<file path="src/rtl/sata_test_pkg.sv">
// Shared definitions for the SATA DMA test engines: LFSR constants, FSM encoding
// and the pattern step function used by both the generator and the TX data path.
package sata_test_pkg;

  localparam logic [31:0] LFSR_MASK     = 32'h8020_0003;
  localparam logic [31:0] SEED_ZERO_SUB = 32'hFFFF_FFFF;

  typedef enum logic [2:0] {
    ST_IDLE  = 3'd0,
    ST_TX    = 3'd1,
    ST_RX    = 3'd2,
    ST_DRAIN = 3'd3,
    ST_FIN   = 3'd4
  } state_t;

  // An all-zero LFSR would lock up, so a zero seed is replaced in LFSR mode.
  function automatic logic [31:0] seed_sub(input logic mode, input logic [31:0] seed);
    return (mode && seed == 32'h0) ? SEED_ZERO_SUB : seed;
  endfunction

  // Right-shifting Galois LFSR in mode 1, plain increment in mode 0.
  function automatic logic [31:0] pattern_next(input logic mode, input logic [31:0] value);
    if (mode) return {1'b0, value[31:1]} ^ (value[0] ? LFSR_MASK : 32'h0);
    return value + 32'd1;
  endfunction

endpackage

</file>
<file path="src/rtl/sata_pattern_gen.sv">
// Pattern state register shared by the TX generator and the RX checker.
// load takes priority over advance; mode is sampled on every load/advance.
module sata_pattern_gen
  import sata_test_pkg::*;
(
  input  logic        clk,
  input  logic        rst_n,
  input  logic        load,
  input  logic        advance,
  input  logic        mode,
  input  logic [31:0] seed,
  output logic [31:0] value
);

  always_ff @(posedge clk or negedge rst_n) begin
    if (!rst_n)       value <= SEED_ZERO_SUB;
    else if (load)    value <= seed_sub(mode, seed);
    else if (advance) value <= pattern_next(mode, value);
  end

endmodule

</file>
<file path="src/rtl/sata_dma_pattern_engine.sv">
// DMA pattern engine: writes an incrementing/LFSR dword stream to the TX FIFO
// or checks the same stream read back from the RX FIFO, counting mismatches.
module sata_dma_pattern_engine
  import sata_test_pkg::*;
#(
  parameter int CNT_W = 16
) (
  input  logic             CLK,
  input  logic             RESET,
  input  logic             START,
  input  logic             DIR,
  input  logic             MODE,
  input  logic [31:0]      SEED,
  input  logic [CNT_W-1:0] DWORD_COUNT,
  input  logic             ABORT,
  input  logic             WRITE_HOLD_IN,
  input  logic             READ_HOLD_IN,
  output logic [31:0]      DMA_TX_DATA_OUT,
  output logic             DMA_TX_WEN_OUT,
  input  logic [31:0]      DMA_RX_DATA_IN,
  output logic             DMA_RX_REN_OUT,
  output logic             BUSY,
  output logic             DONE,
  output logic [CNT_W-1:0] ERR_COUNT,
  output logic [CNT_W-1:0] FIRST_ERR_INDEX,
  output logic             ERR_SEEN
);

  state_t           state, state_next;
  logic             wen, ren;
  logic             start_acc, cmp_en, mismatch;
  logic             mode_q, rd_pending;
  logic [CNT_W-1:0] last_idx, idx, cmp_idx;
  logic [31:0]      gen_value;

  // ABORT wins over START even in IDLE.
  assign start_acc = (state == ST_IDLE) && START && !ABORT;
  // A pending read compare is dropped if the transfer is being cancelled.
  assign cmp_en    = rd_pending && !ABORT;
  assign mismatch  = DMA_RX_DATA_IN != gen_value;

  assign DMA_TX_WEN_OUT = wen;
  assign DMA_RX_REN_OUT = ren;

  sata_pattern_gen u_gen (
    .clk     (CLK),
    .rst_n   (RESET),
    .load    (start_acc),
    .advance (wen || cmp_en),
    .mode    (start_acc ? MODE : mode_q),
    .seed    (SEED),
    .value   (gen_value)
  );

  always_ff @(posedge CLK or negedge RESET) begin
    if (!RESET) state <= ST_IDLE;
    else        state <= state_next;
  end

  always_comb begin
    // NOTE: every signal written here gets a default first, so no latch is inferred.
    state_next = state;
    wen        = 1'b0;
    ren        = 1'b0;
    case (state)
      ST_IDLE: begin
        if (start_acc) begin
          if (DWORD_COUNT == '0) state_next = ST_FIN;
          else                   state_next = DIR ? ST_RX : ST_TX;
        end
      end
      ST_TX: begin
        wen = !WRITE_HOLD_IN && !ABORT;
        if (ABORT)                         state_next = ST_IDLE;
        else if (wen && idx == last_idx)   state_next = ST_FIN;
      end
      ST_RX: begin
        ren = !READ_HOLD_IN && !ABORT;
        if (ABORT)                         state_next = ST_IDLE;
        else if (ren && idx == last_idx)   state_next = ST_DRAIN;
      end
      ST_DRAIN: state_next = ABORT ? ST_IDLE : ST_FIN;
      ST_FIN:   state_next = ST_IDLE;
      default:  state_next = ST_IDLE;
    endcase
  end

  always_ff @(posedge CLK or negedge RESET) begin
    if (!RESET) begin
      mode_q          <= 1'b0;
      rd_pending      <= 1'b0;
      last_idx        <= '0;
      idx             <= '0;
      cmp_idx         <= '0;
      DMA_TX_DATA_OUT <= '0;
      BUSY            <= 1'b0;
      DONE            <= 1'b0;
      ERR_COUNT       <= '0;
      FIRST_ERR_INDEX <= '0;
      ERR_SEEN        <= 1'b0;
    end else begin
      // NOTE: non-blocking assignments make every register here see pre-edge values.
      BUSY       <= state_next != ST_IDLE;
      DONE       <= state_next == ST_FIN;
      rd_pending <= ren;
      if (start_acc) begin
        mode_q          <= MODE;
        last_idx        <= DWORD_COUNT - 1'b1;
        idx             <= '0;
        cmp_idx         <= '0;
        ERR_COUNT       <= '0;
        FIRST_ERR_INDEX <= '0;
        ERR_SEEN        <= 1'b0;
        if (!DIR) DMA_TX_DATA_OUT <= seed_sub(MODE, SEED);
      end else begin
        if (wen) begin
          idx             <= idx + 1'b1;
          DMA_TX_DATA_OUT <= pattern_next(mode_q, gen_value);
        end
        if (ren) idx <= idx + 1'b1;
        if (cmp_en) begin
          cmp_idx <= cmp_idx + 1'b1;
          if (mismatch) begin
            if (ERR_COUNT != '1) ERR_COUNT <= ERR_COUNT + 1'b1;
            if (!ERR_SEEN) begin
              ERR_SEEN        <= 1'b1;
              FIRST_ERR_INDEX <= cmp_idx;
            end
          end
        end
      end
    end
  end

endmodule
</file>
<file path="config.mk">
export PLATFORM = sky130hd
export DESIGN_NAME = sata_dma_pattern_engine
export DESIGN_NICKNAME = d
export VERILOG_FILES = /design/src/rtl/sata_test_pkg.sv /design/src/rtl/sata_pattern_gen.sv /design/src/rtl/sata_dma_pattern_engine.sv
export SDC_FILE = /design/constraint.sdc
export NUM_CORES = 1
export LEC_CHECK = 0
export BUFFER_PORTS_ARGS = -buffer_cell sky130_fd_sc_hd__buf_2
export CAP_MARGIN = 20
export CORE_ASPECT_RATIO = 1.2
export CORE_MARGIN = 1
export CORE_UTILIZATION = 50
export CTS_BUF_LIST = sky130_fd_sc_hd__clkbuf_4 sky130_fd_sc_hd__clkbuf_8
export DETAILED_ROUTE_END_ITERATION = 10
export PLACE_DENSITY = 0.74
export SLEW_MARGIN = 15
export SYNTH_ARGS = -nofsm -noshare
export SYNTH_HDL_FRONTEND = slang
export SYNTH_HIERARCHICAL = 1
export SYNTH_SLANG_ARGS = --single-unit
export TNS_END_PERCENT = 100
</file>
<file path="constraint.sdc">
create_clock -name CLK -period 8.51 [get_ports CLK]
set_clock_uncertainty 0.15 [all_clocks]
set_input_delay 0 -clock CLK [delete_from_list [all_inputs] [get_ports CLK]]
set_output_delay 0 -clock CLK [all_outputs]
set_load 0.02 [all_outputs]
</file>
# Word-level counts from Yosys, hierarchy flattened

Index checks and enable logic that the tools add are counted.

$add $sub $neg: 5
$mul: 0
Div/mod/pow operators: 0
$lt $le $gt $ge: 0
Equal/unequal tests: 9
Shift operators: 0
Muxes and demuxes: 46
Bitwise logic cells: 1
Reduce and logical (&&, ||, !) cells: 27

Operator list:

| kind                  | count |
|---|---|
| $mux 32               | 12 |
| $mux 16               | 13 |
| $add 16x1->16 const B | 3 |
| $add 32x1->32 const B | 1 |
| $logic_not 32->1      | 1 |
| $ne 32x32->1          | 1 |
| $xor 31x32->32        | 1 |
| $mux 3                | 7 |
| $eq 16x16->1          | 1 |
| $logic_not 16->1      | 1 |
| $ne 16x16->1 const B  | 1 |
| $sub 16x1->16 const B | 1 |
| $mux 1                | 12 |
| $pmux 3 s4            | 1 |
| $reduce_bool 2->1     | 5 |
| $logic_and 1x1->1     | 9 |
| $eq 3x2->1 const B    | 2 |
| $reduce_and 3->1      | 2 |
| $reduce_bool 3->1     | 2 |
| $reduce_and 2->1      | 2 |
| $eq 3x1->1 const B    | 1 |
| $eq 3x3->1 const B    | 1 |
| $logic_not 1->1       | 3 |
| $logic_not 3->1       | 1 |
| 4 further kinds       | 4 |

Flip-flop bits (word level): 152
Latch bits: 0
Memory bits (writable): 0
ROM bits: 0
Bits of input ports: 88
Output and inout bits: 69
Memories: 0

# Logic depth before layout (Yosys ltp)

Depth in word-level cells: 10
Mapped depth: 14
Gate-level depth less buffers: 10

# Cells and area by module

The synthesis kept the hierarchy.

By module, submodules not included:

| module                  | times used | cells each | area each (um2) |
|---|---|---|---|
| sata_dma_pattern_engine | 1          | 825        | 7221.9 |
| sata_pattern_gen        | 1          | 323        | 2539.9 |

# Worst setup path after synthesis

OpenSTA, ideal clock, no wires.

Kind: reg-to-reg
Start: register state[2]
End: register u_gen.value[30]
Arrival time: 3.120 ns
Required time: 8.274 ns
Setup slack: 5.154 ns
Cell stages (with the launch flop): 14
Buffers on the path: 3
Cells stage by stage: dfrtp_1 > nor2_2 > nand3_1 > inv_1 > clkbuf_1 > buf_1 > nand2_1 > o21ai_0 > nor4b_1 > nand4_1 > o31ai_1 > clkbuf_1 > o22ai_1 > o31ai_2

Word-level cells in the longest chain between the ends: 10
Elaborated cells between the ends (all ways): 16
Classes of those cells: eq/ne: 1; mux: 9; reduce/logical: 6

RTL lines:

| item                            | RTL line                      | text |
|---|---|---|
| from (decl)                     | sata_dma_pattern_engine.sv:29 | `state_t state, state_next;` |
| from (signal assigned)          | sata_dma_pattern_engine.sv:57 | `else state <= state_next;` |
| $logic_not 3->1                 | sata_dma_pattern_engine.sv:37 | `assign start_acc = (state == ST_IDLE) && START && !ABORT;` |
| $logic_and 1x1->1 (2 in series) | sata_dma_pattern_engine.sv:37 |  |
| $mux 1                          | --                            |  |
| $mux 1                          | sata_test_pkg.sv:23           | `if (mode) return {1'b0, value[31:1]} ^ (value[0] ? LFSR_MASK : 32'h0);` |
| $mux 1                          | sata_pattern_gen.sv:18        | `else if (advance) value <= pattern_next(mode, value);` |
| $mux 1                          | sata_pattern_gen.sv:17        | `else if (load) value <= seed_sub(mode, seed);` |
| $mux 32                         | sata_test_pkg.sv:24           | `return value + 32'd1;` |
| $mux 32                         | sata_pattern_gen.sv:18        |  |
| $mux 32                         | sata_pattern_gen.sv:17        |  |
| to (signal assigned)            | sata_pattern_gen.sv:17        |  |
| to (signal assigned)            | sata_pattern_gen.sv:18        |  |
| to (decl)                       | sata_pattern_gen.sv:12        | `output logic [31:0] value` |

Several ways; a longest one is shown, not always the timed one. The select of a mux whose other input is x is not followed.
A chain may end at the register's enable or synchronous reset.

# Worst setup path in the final report

Start: register state[2]
End: register DMA_TX_DATA_OUT[28]

Word-level cells in the longest chain between the ends: 5
Elaborated cells between the ends (all ways): 9
Classes of those cells: eq/ne: 2; mux: 2; reduce/logical: 5

RTL lines:

| item                                                      | RTL line                       | text |
|---|---|---|
| $logic_not 3->1                                           | sata_dma_pattern_engine.sv:37  |  |
| $logic_and 1x1->1 (2 in series)                           | sata_dma_pattern_engine.sv:37  |  |
| $ne 2x2->1 (no line) or $reduce_bool 2->1 (tied branches) | --                             |  |
| $reduce_and 2->1 (no line)                                | --                             |  |
| to (signal assigned)                                      | sata_dma_pattern_engine.sv:114 | `if (!DIR) DMA_TX_DATA_OUT <= seed_sub(MODE, SEED);` |
| to (signal assigned)                                      | sata_dma_pattern_engine.sv:118 | `DMA_TX_DATA_OUT <= pattern_next(mode_q, gen_value);` |
| to (decl)                                                 | sata_dma_pattern_engine.sv:18  | `output logic [31:0] DMA_TX_DATA_OUT,` |

Several ways; a longest one is shown, not always the timed one.

==> results.toml <==
[place]
port_buffers = 156
hpwlAfterDp_mm = 20.4
globalplace.congestion = 0.908

[synthesis]
synth_common_cells = "dfrtp_1, nor2_1, nand2_1"
ys_seq_area_share_pct = 39.4
synth_area_leader_cell = "dfrtp_1"
ys_ff_latch = 152
synthArstFlopShare_pct = 100
synth.distinct_cells = 71
synth_edf_count = 0
synth.most_common_cell = "dfrtp_1"
ys_top_cells_by_area = "dfrtp_1, dfstp_2, xor2_1, nor2_1, nand2_1"
ys.flop_type = "dfrtp_1"
ys_warn_count = 6
synth_top_area_share_pct = 30.8
syn_inst = 1148
mappedNetlistArea_um2 = 9760
synth_area_per_cell_um2 = 8.50
synthesis.nets = 1242

[timing]
fin_setup_tns_ns = 0
setup_viol = 0
fmax_mhz = 247
worst_slew_pin_slew_ns = 1.12
period_share_pct = 47.5
min_period_ns = 4.04
slew_headroom_pct = 24.9
rsz0062_at_grt = "false"
maxSlewViolCount = 0
final-hold-violation-count = 0

[floorplan]
coreArea_um2 = 19000
start_util_pct = 51.4
ioPinCount = 157
die-area_um2 = 20100
rows = 55
die_w_um = 130
die_y_um = 155

[clock_network]
cts.repair.resized = 0
clk_pin_slew_ns = 0.09
numCtsBuffers = 17
post_cts_buffers = 0
cts.sinks = 152
cts_tree = "yes"
htree_levels = 4
cts_root_buf = "clkbuf_8"
clkLatencyLatePin_ns = 0.48
cts_buffer_depth = 2

[grt]
grt_pass1_wl_mm = 47.5
grt_pass1_vias = 9160
track_usage_pct = 30.6
grt_max_degree = 85
antenna_found_initial = 0
grt-ovfl-total = 0

[routing]
drtPass1Iterations = 6
drt_iter0_markers = 1060
vias_per_cell = 6.10
antenna_left = 0
dr_total_vias = 9722
routedWlPerCell_um = 19.2
route.detailed.drc = 0
drt_wl_total_mm = 30.5

[setup_path]
arrival_ns = 4.20
r2r-end = "DMA_TX_DATA_OUT[28]"
crit_family = "simple AND/OR/NAND/NOR gates"
critical_path_class = "reg2reg"
end_kind = "flip-flop"
cp-start-kind = "flip-flop"
slowest_stage = "nor2_1"
reg2reg_slack_ns = 4.47
rr_worst_depth = 7
crit_required_ns = 8.67
max_stage_delay_ns = 0.76
cp_cell_sequence = "nor2_2 -> nand3_2 -> clkinv_2 -> buf_4 -> nand2b_1 -> nor2_1 -> a221oi_1"
r2r_start = "state[2]"
worst-path-buf-inv = 2
cp_max_fo = 53

[power_and_ir_drop]
p_leak_nw = 4.98
power_density_nw_per_um2 = 227
max-vdd-ir-drop_uv = 106

[outcome]
status = "finished, final reports clean"

[final_layout]
area.growth.synth_to_final_pct = 21.1
drive_gt1_share_pct = 20.9
fin_util_pct = 62.2
finalNetCount = 1418
n_antenna_cell = 0

[job]
maxCapViolations = 0

[worst_hold_path]
min_path_type = "in2async"
==> layout by cell type (no fill, tap or decap), types with 7 or more instances in the layout <==
master         Yosys  layout
nor4_1            32      32
inv_1             27      26
mux2_2            16      16
nor2_1           110     109
dlygate4sd3_1      0      69
o22ai_1           34      34
xnor2_1           31      31
o21a_1             7       7
nor2b_1            9       9
mux2i_1           10      10
or4_1              7       7
dfstp_2           32      32
xor2_1            87      87
buf_2              6     155
or3_1             16      16
a21oi_1           63      63
a221oi_1          10      10
o21ai_0           61      59
nor3_1            35      35
o32ai_1           11      11
o21ai_1           29      28
clkbuf_8           0      17
nand3_1           57      56
o31ai_1           10       8
nand4_1           37      37
and4_1             7       7
nand2_1           98      98
and3_1            16      16
buf_4              0       8
o22a_1             8       8
dfrtp_1          120     120
==> layer usage <==
| metal | global-route usage [%] | vias up | routed length [µm] |
|---|---|---|---|
| li1 | - | 4529 | - |
| met1 | 37.7 | 4616 | 11900 |
| met2 | 51.5 | 501 | 14800 |
| met3 | 5.98 | 76 | 2540 |
| met4 | 14.3 | 0 | 1270 |
| met5 | 0 | - | 0 |
==> through the flow <==
stage	hold slack (ns)	cell area, µm²	worst slack (ns)	power, mW	std cells
floorplan	-0.446	9760	5.15	1.71	1148
global placement	-0.0522	10700	4.73	2.01	1491
detailed placement	-0.0436	10700	4.62	2.03	1491
CTS	0.0208	11800	4.61	2.66	1592
global route	0.0620	11800	4.17	2.82	1593
finish	0.00839	11800	4.47	2.68	1593
==> logic make-up (layout without fill, tap and decap cells) <==
family / count (synthesis) / in the layout / synth area share, %
XOR/XNOR: 118 / 118 / 10.6
AND/OR/NAND/NOR: 460 / 460 / 24.3
adder cells (fa/ha/maj): 6 / 6 / 0.769
multiplexers: 26 / 26 / 2.87
AO/OA/AOI/OAI: 278 / 278 / 17.9
flip-flops: 152 / 152 / 39.4
buffers and inverters: 108 / 297 / 4.24
==> area by class of cell <==
type / instances / area [µm²]
multi-input combinational: 888 / 5570
fill: 1650 / 7170
inverter: 31 / 118
clock inverter: 15 / 190
sequential: 152 / 3840
clock buffer: 17 / 234
tap: 256 / 320
timing repair buffer: 234 / 1550
==> worst max-delay path by stage <==
stage / cells after the start / slack, ns / from / end
global placement: 7 / 4.73 / state[2] / DMA_TX_DATA_OUT[29]
finish: 7 / 4.47 / state[2] / DMA_TX_DATA_OUT[28]
global route: 7 / 4.17 / state[2] / DMA_TX_DATA_OUT[29]
detailed placement: 7 / 4.62 / state[2] / DMA_TX_DATA_OUT[28]
floorplan: 13 / 5.15 / state[2] / u_gen/value[30]
CTS: 7 / 4.61 / state[2] / DMA_TX_DATA_OUT[28]
==> what timing repair did <==
action	4_1_cts	5_1_grt
hold endpoints to repair	175	0
hold buffers	69	0
endpoints found under the setup margin	0	0
==> report_power, final <==
part / total [mW] / leakage, nW / internal, mW / switching [mW]
logic: 0.913 / 2.88 / 0.388 / 0.525
clock network: 0.612 / 0.212 / 0.298 / 0.314
registers: 1.16 / 1.89 / 0.897 / 0.260
==> state kept, by name (all words and copies together) (netlist names) <==
name	cells
idx	16
FIRST_ERR_INDEX	16
DMA_TX_DATA_OUT	32
u_gen/value	32
ERR_COUNT	16
BUSY	1
rd_pending	1
ERR_SEEN	1
last_idx	16
state	3
DONE	1
mode_q	1
cmp_idx	16
Note: power is estimated with default switching activity, not from simulation.
